$ cat config.mk
export PLATFORM = sky130hd
export DESIGN_NAME = pad_bank_dir_ctrl
export DESIGN_NICKNAME = d
export VERILOG_FILES = /design/src/rtl/pad_bank_dir_ctrl.sv
export SDC_FILE = /design/constraint.sdc
export NUM_CORES = 1
export LEC_CHECK = 0
export BUFFER_PORTS_ARGS = -buffer_cell sky130_fd_sc_hd__buf_2
export CAP_MARGIN = 20
export CORE_ASPECT_RATIO = 0.5
export CORE_MARGIN = 4
export CORE_UTILIZATION = 43
export CTS_CLUSTER_SIZE = 14
export DETAILED_ROUTE_END_ITERATION = 10
export PLACE_DENSITY = 0.8
export SLEW_MARGIN = 20
export SYNTH_ARGS = -nofsm -noshare
export SYNTH_HDL_FRONTEND = slang
export SYNTH_SLANG_ARGS = --single-unit
$ cat constraint.sdc
create_clock -name clk_i -period 2.2 [get_ports clk_i]
set_input_delay 0.44 -clock clk_i [delete_from_list [all_inputs] [get_ports clk_i]]
set_output_delay 0.44 -clock clk_i [all_outputs]
set_load 0.05 [all_outputs]
$ cat src/rtl/pad_bank_dir_ctrl.sv
`default_nettype none
// ============================================================================
// Module      : pad_bank_dir_ctrl
// Description : Direction sequencer for a bank of bidirectional pads that share
//               one direction. It enforces a break-before-make turnaround, so
//               output drive is never enabled while the input buffer is enabled
//               or during the dead time. It accepts one requester over a
//               valid/ready handshake and synchronizes the pad input data.
// Ports       : clk_i, rst_ni (asynchronous, active-low)
//               req_valid_i/req_ready_o/req_dir_i/req_ds_i/req_pe_i : request
//               release_i : abort toward input mode
//               ack_o     : one-cycle pulse when the requested mode is in effect
//               dir_o     : stable direction (0 during turnaround)
//               out_data_i/in_data_o : functional data to/from the SoC
//               pad_pe_o/pad_ie_o/pad_ds_o/pad_oen_o/pad_i_o : pad controls
//               pad_c_i   : pad input data (already gated by ie at the pad)
// Revision    : 1.0 - initial release
// ============================================================================
module pad_bank_dir_ctrl #(
    parameter int unsigned NumPads    = 8,
    parameter int unsigned TurnCycles = 2,
    parameter int unsigned SyncStages = 2,
    parameter logic        PullEnRst  = 1'b1
) (
    input  logic               clk_i,
    input  logic               rst_ni,
    input  logic               req_valid_i,
    output logic               req_ready_o,
    input  logic               req_dir_i,
    input  logic               req_ds_i,
    input  logic               req_pe_i,
    input  logic               release_i,
    output logic               ack_o,
    output logic               dir_o,
    input  logic [NumPads-1:0] out_data_i,
    output logic [NumPads-1:0] in_data_o,
    output logic [NumPads-1:0] pad_pe_o,
    output logic [NumPads-1:0] pad_ie_o,
    output logic [NumPads-1:0] pad_ds_o,
    output logic [NumPads-1:0] pad_oen_o,
    output logic [NumPads-1:0] pad_i_o,
    input  logic [NumPads-1:0] pad_c_i
);

    localparam int unsigned     CntW    = (TurnCycles > 1) ? $clog2(TurnCycles) : 1;
    localparam logic [CntW-1:0] CntLoad = CntW'(TurnCycles - 1);

    typedef enum logic [1:0] {
        ST_INPUT  = 2'd0,
        ST_TO_OUT = 2'd1,
        ST_OUTPUT = 2'd2,
        ST_TO_IN  = 2'd3
    } state_e;

    state_e          state_q, state_d;
    logic [CntW-1:0] cnt_q, cnt_d;
    logic            pe_q, pe_d;
    logic            ds_q, ds_d;
    logic            ack_q, ack_d;
    // Set when the running turnaround was started by a request (and so owes
    // an ack on arrival); cleared for release-induced turnarounds.
    logic            ack_pend_q, ack_pend_d;
    logic            accept;
    logic            in_mode;
    logic            out_mode;

    assign in_mode     = (state_q == ST_INPUT);
    assign out_mode    = (state_q == ST_OUTPUT);
    assign req_ready_o = (in_mode || out_mode) && !release_i;
    assign accept      = req_valid_i && req_ready_o;

    always_ff @(posedge clk_i or negedge rst_ni) begin
        if (!rst_ni) begin
            state_q    <= ST_INPUT;
            cnt_q      <= '0;
            pe_q       <= PullEnRst;
            ds_q       <= 1'b0;
            ack_q      <= 1'b0;
            ack_pend_q <= 1'b0;
        end else begin
            state_q    <= state_d;
            cnt_q      <= cnt_d;
            pe_q       <= pe_d;
            ds_q       <= ds_d;
            ack_q      <= ack_d;
            ack_pend_q <= ack_pend_d;
        end
    end

    always_comb begin
        state_d    = state_q;
        cnt_d      = cnt_q;
        pe_d       = pe_q;
        ds_d       = ds_q;
        ack_d      = 1'b0;
        ack_pend_d = ack_pend_q;
        if (accept) begin
            pe_d = req_pe_i;
            ds_d = req_ds_i;
        end
        case (state_q)
            ST_INPUT: begin
                if (accept) begin
                    if (req_dir_i) begin
                        state_d    = ST_TO_OUT;
                        cnt_d      = CntLoad;
                        ack_pend_d = 1'b1;
                    end else begin
                        ack_d = 1'b1;
                    end
                end
            end
            ST_OUTPUT: begin
                if (release_i) begin
                    state_d    = ST_TO_IN;
                    cnt_d      = CntLoad;
                    ack_pend_d = 1'b0;
                end else if (accept) begin
                    if (!req_dir_i) begin
                        state_d    = ST_TO_IN;
                        cnt_d      = CntLoad;
                        ack_pend_d = 1'b1;
                    end else begin
                        ack_d = 1'b1;
                    end
                end
            end
            ST_TO_OUT: begin
                // Release wins even on the final dead cycle: never reach OUTPUT.
                if (release_i) begin
                    state_d    = ST_TO_IN;
                    cnt_d      = CntLoad;
                    ack_pend_d = 1'b0;
                end else if (cnt_q == '0) begin
                    state_d    = ST_OUTPUT;
                    ack_d      = ack_pend_q;
                    ack_pend_d = 1'b0;
                end else begin
                    cnt_d = cnt_q - 1'b1;
                end
            end
            ST_TO_IN: begin
                if (cnt_q == '0) begin
                    state_d    = ST_INPUT;
                    ack_d      = ack_pend_q;
                    ack_pend_d = 1'b0;
                end else begin
                    cnt_d = cnt_q - 1'b1;
                end
            end
            default: begin
                state_d = ST_INPUT;
                cnt_d   = '0;
            end
        endcase
    end

    // Pad controls depend only on registered state/config (pad_i_o additionally
    // passes out_data_i through while driving).
    assign pad_oen_o = {NumPads{!out_mode}};
    assign pad_ie_o  = {NumPads{in_mode}};
    assign pad_pe_o  = {NumPads{in_mode && pe_q}};
    assign pad_ds_o  = {NumPads{out_mode && ds_q}};
    assign pad_i_o   = out_data_i & {NumPads{out_mode}};
    assign dir_o     = out_mode;
    assign ack_o     = ack_q;

    // Input synchronizer: free-running front stages, final stage frozen
    // outside INPUT so in_data_o holds the last value seen in input mode.
    logic [NumPads-1:0] last_src;
    logic [NumPads-1:0] in_q;

    generate
        if (SyncStages > 1) begin : g_front
            logic [NumPads-1:0] front_q [SyncStages-1];
            always_ff @(posedge clk_i or negedge rst_ni) begin
                if (!rst_ni) begin
                    for (int i = 0; i < int'(SyncStages) - 1; i++) begin
                        front_q[i] <= '0;
                    end
                end else begin
                    front_q[0] <= pad_c_i;
                    for (int i = 1; i < int'(SyncStages) - 1; i++) begin
                        front_q[i] <= front_q[i-1];
                    end
                end
            end
            assign last_src = front_q[SyncStages-2];
        end else begin : g_direct
            assign last_src = pad_c_i;
        end
    endgenerate

    always_ff @(posedge clk_i or negedge rst_ni) begin
        if (!rst_ni) begin
            in_q <= '0;
        end else if (in_mode) begin
            in_q <= last_src;
        end
    end

    assign in_data_o = in_q;

endmodule
`default_nettype wire

# After elaboration in Yosys (flattened, before gate mapping)
# Index checks and enable logic that the tools add are counted.
# classes
n_addsub	1
n_eq_ne	9
mux	29
n_bitwise	1
n_reduce_logical	10
# op_table
cell	n
$mux W1	17
$mux W2	8
$pmux W1 S4	3
$ne A3 B3 Y1 const B	3
$and A8 B8 Y8	1
$pmux W2 S4	1
$ne A2 B2 Y1 const B	3
$reduce_and A6 Y1	1
$eq A2 B2 Y1 const B	2
$logic_and A1 B1 Y1	4
$reduce_and A4 Y1	1
$eq A2 B1 Y1 const B	1
$logic_not A1 Y1	2
$logic_not A2 Y1	1
$logic_or A1 B1 Y1	1
$sub A1 B1 Y1 const B	1
# word_totals
register_bits	23
input_bits	23
output_inout_bits	51
word_cells	58

# Depth between registers and ports, before layout
# logic_depth
depth_word	7
mapped_depth	7
mapped_depth_nobuf	6

# Least setup slack after synthesis
# Ideal clock, no wire load.
# synth_path
path_type	reg-to-output
startpoint	reg state_q[0]
endpoint	out pad_ds_o[1]
arrival_time_ps	2231
t_required_ps	1760
path_slack_ps	-471
path_stages_with_launch	6
n_path_buf	2
cell_sequence	dfrtp_1 inv_1 ha_1 clkbuf_1 and2_1 buf_4
# synth_between
elab_chain_len	2
# synth_rtl
item	line	source
start: declaration	55	state_e state_q, state_d;
start signal: assignment	81	state_q <= state_d;
$eq A2 B2 Y1	68	assign out_mode = (state_q == ST_OUTPUT);
net dir_o	34	output logic dir_o,
$logic_and A1 B1 Y1	163	assign pad_ds_o = {NumPads{out_mode && ds_q}};
end: declaration	39	output logic [NumPads-1:0] pad_ds_o,
# The timed path passes the listed nets, and every way through them passes these cells.

# Worst setup path after layout
# layout_path
startpoint	reg state_q[0]
endpoint	out pad_ds_o[2]
# layout_between
elab_chain_len	2
# layout_rtl
item	line
$eq A2 B2 Y1	68
$logic_and A1 B1 Y1	163
# Every way passes these cells.

==> results by group <==
Die
  • Initial core utilization: 46.4%
  • Core ar.: 0.00267 mm^2
  • # rows: 13
  • Die Wd: 83.9 um
  • I/O Pins: 74
  • Die area: 0.00386 mm^2
  • Die height: 46.0 um

Routing
  • DRC viols: 0
  • Drt via density: 4.42
  • Drt pass-1 iters: 4
  • Final wirelength: 2.30 mm
  • Vias: 849
  • Post-route ant nets: 0
  • WL/cell: 12.0 um
  • DR iter-0 viols: 46

Timing
  • Rel. slew slack: 67.5%
  • Crit path time final: 2.09 ns
  • Fmax: 0.479 GHz
  • TNS Setup: 0 ns
  • Clk_skew: 0.00568 ns
  • Final hold vios: 0
  • Tightest Pin Transition: 0.488 ns
  • Setup violations, final: 0
  • RSZ-0062 raised after global routing: false
  • Fin. max-slew vios: 0
  • Ratio of final minimum period to clock period: 94.9%

Logic synthesis
  • Seq/Total Area, Yosys: 46.6%
  • Biggest area consumer among synthesized cells: dfrtp_1
  • Seq cells post-synth: 23
  • Synth top area share: 44.4%
  • Post-synth cell types: 28
  • Synth top area cells: dfrtp_1, buf_4, mux2_2, and2_1, mux2_1
  • Synth Instances: 108
  • Yosys warns: 0
  • Post-Syn Area: 0.00124 mm^2
  • Post-synthesis net count: 135
  • Avg Inst Size Synth: 11.5 um^2

Worst setup path
  • Critical Path AT: 1.65 ns
  • Required time worst endpoint: 1.76 ns
  • Crit start category: register
  • CP Max Fanout: 15
  • Nature of the critical path endpoint: output pin
  • Critical path class: reg -> out

Clock network
  • CTS HTree Levels: 1
  • Post_cts resized: 0
  • Clock root buffer: clkbuf_8
  • CTS tree: built
  • Post-CTS Setup Bufs: 0
  • Worst-path clk slew: 0.08 ns
  • Total CTS buffers: 3
  • Clock sinks: 23
  • Clock Path Buffers: 2
  • Worst-Skew Late Latency: 0.26 ns
  • # hold bufs at CTS: 0

Final layout
  • Fillers: 236
  • ANT cells: 0
  • Fin nets: 183
  • Seq. cell area: 577 um^2
  • Most frequent cells in the layout: buf_2, dfrtp_1, and2_1
  • Share of post-route cells with drive strength above 1: 61.3%
  • Most common cell after layout, fill and taps aside: buf_2
  • Area of the multi-input gates: 425 um^2
  • Area added between synthesis and finish: 20.3%

Job
  • Max Cap Viol: 0

Global route
  • GRT Total Usage: 12.1%
  • Number of antenna violations at the first check in global routing: 0
  • Largest net degree at the start of global routing: 24
  • Congestion Overflow GR: 0
  • First-pass GRT wire length: 3.64 mm
  • Vias in the first global route: 782

Placement
  • Input/output buffers: 73
  • Post-DP HPWL: 1.88 mm
  • Placer congestion estimate: 0.759

Min path
  • Hold Path Class: in -> async

Run status
  • Status: complete, no violations
==> metal layers <==
layer / global-route usage [%] / share of wire (%)
met1: 14.0 / 40
met2: 22.1 / 52
met3: 3.97 / 7.6
met4: 3.85 / 0.17
met5: 0 / 0
==> kinds of logic (layout without fill, tap and decap cells) <==
kind of cell             Yosys count  count (layout)  synth area share [%]
buffers and inverters             36              83                  19.9
flip-flops                        23              23                  46.6
AND/OR/NAND/NOR                   22              22                  11.4
multiplexers                      13              13                  12.0
AO/OA/AOI/OAI                     10              10                  6.06
adder cells (fa/ha/maj)            4               4                  4.04
==> per-stage QoR <==
stage | util, % | cells | setup WS [ns] | hold WS, ns | area, um^2
after floorplan | - | 108 | 0.0469 | 0.144 | 1250
after global placement | 54.0 | 188 | 0.436 | 0.425 | 1440
after detailed placement | 54.0 | 188 | 0.382 | 0.441 | 1440
after CTS | 55.8 | 192 | 0.0741 | 0.149 | 1490
after global routing | 55.9 | 192 | 0.000109 | 0.163 | 1490
final | 55.9 | 192 | 0.113 | 0.130 | 1490
==> worst paths after layout <==
check                                   start  depth (start not counted)            endpoint  slack (ns)
max in group asynchronous              rst_ni                          1                pe_q        1.72
hold / removal                         rst_ni                          1        in_data_o[0]        0.13
hold reg to reg            g_front.front_q[5]                          1        in_data_o[5]        0.46
setup / recovery                   state_q[0]                          4         pad_ds_o[2]        0.11
setup reg to reg                   state_q[0]                          5          state_q[1]        0.48
min in group clk_i                 pad_c_i[3]                          1  g_front.front_q[3]        0.28
==> critical path, stage by stage, from the launching register on <==
cell and delay (ns):
dfrtp_1 0.42, inv_1 0.12, ha_2 0.36, and2_4 0.23, buf_2 0.26
==> sequential cells by signal (all words and copies together) (netlist names) <==
register	flops
in_data_o	8
ack_pend_q	1
pe_q	1
g_front.front_q	8
cnt_q	1
state_q	2
ds_q	1
ack_o	1
==> cell usage after synthesis (all sizes together) <==
| cell type | instances |
|---|---|
| nand3b | 1 |
| nand2 | 1 |
| dfstp | 1 |
| a31oi | 1 |
| a2bb2oi | 1 |
| and2 | 10 |
| mux2 | 12 |
| nor3b | 1 |
| inv | 4 |
| a21oi | 1 |
| ha | 4 |
| o21ai | 4 |
| nand2b | 2 |
| mux2i | 1 |
| o221ai | 1 |
| o2bb2ai | 1 |
| dfrtp | 22 |
| nor2b | 1 |
| o211ai | 1 |
| nor2 | 6 |
| clkbuf | 1 |
| buf | 31 |
==> area by class of cell <==
class | count | area share (%)
Clock buffer | 3 | 2.77
Clock inverter | 1 | 0.336
Inverter | 4 | 1.01
Multi-Input combinational cell | 49 | 28.5
Sequential cell | 23 | 38.7
Tap cell | 37 | 3.11
Timing Repair Buffer | 75 | 25.5
Power is not shown: default switching activity piles up to over one toggle a cycle in this logic, so the estimate is an artifact.
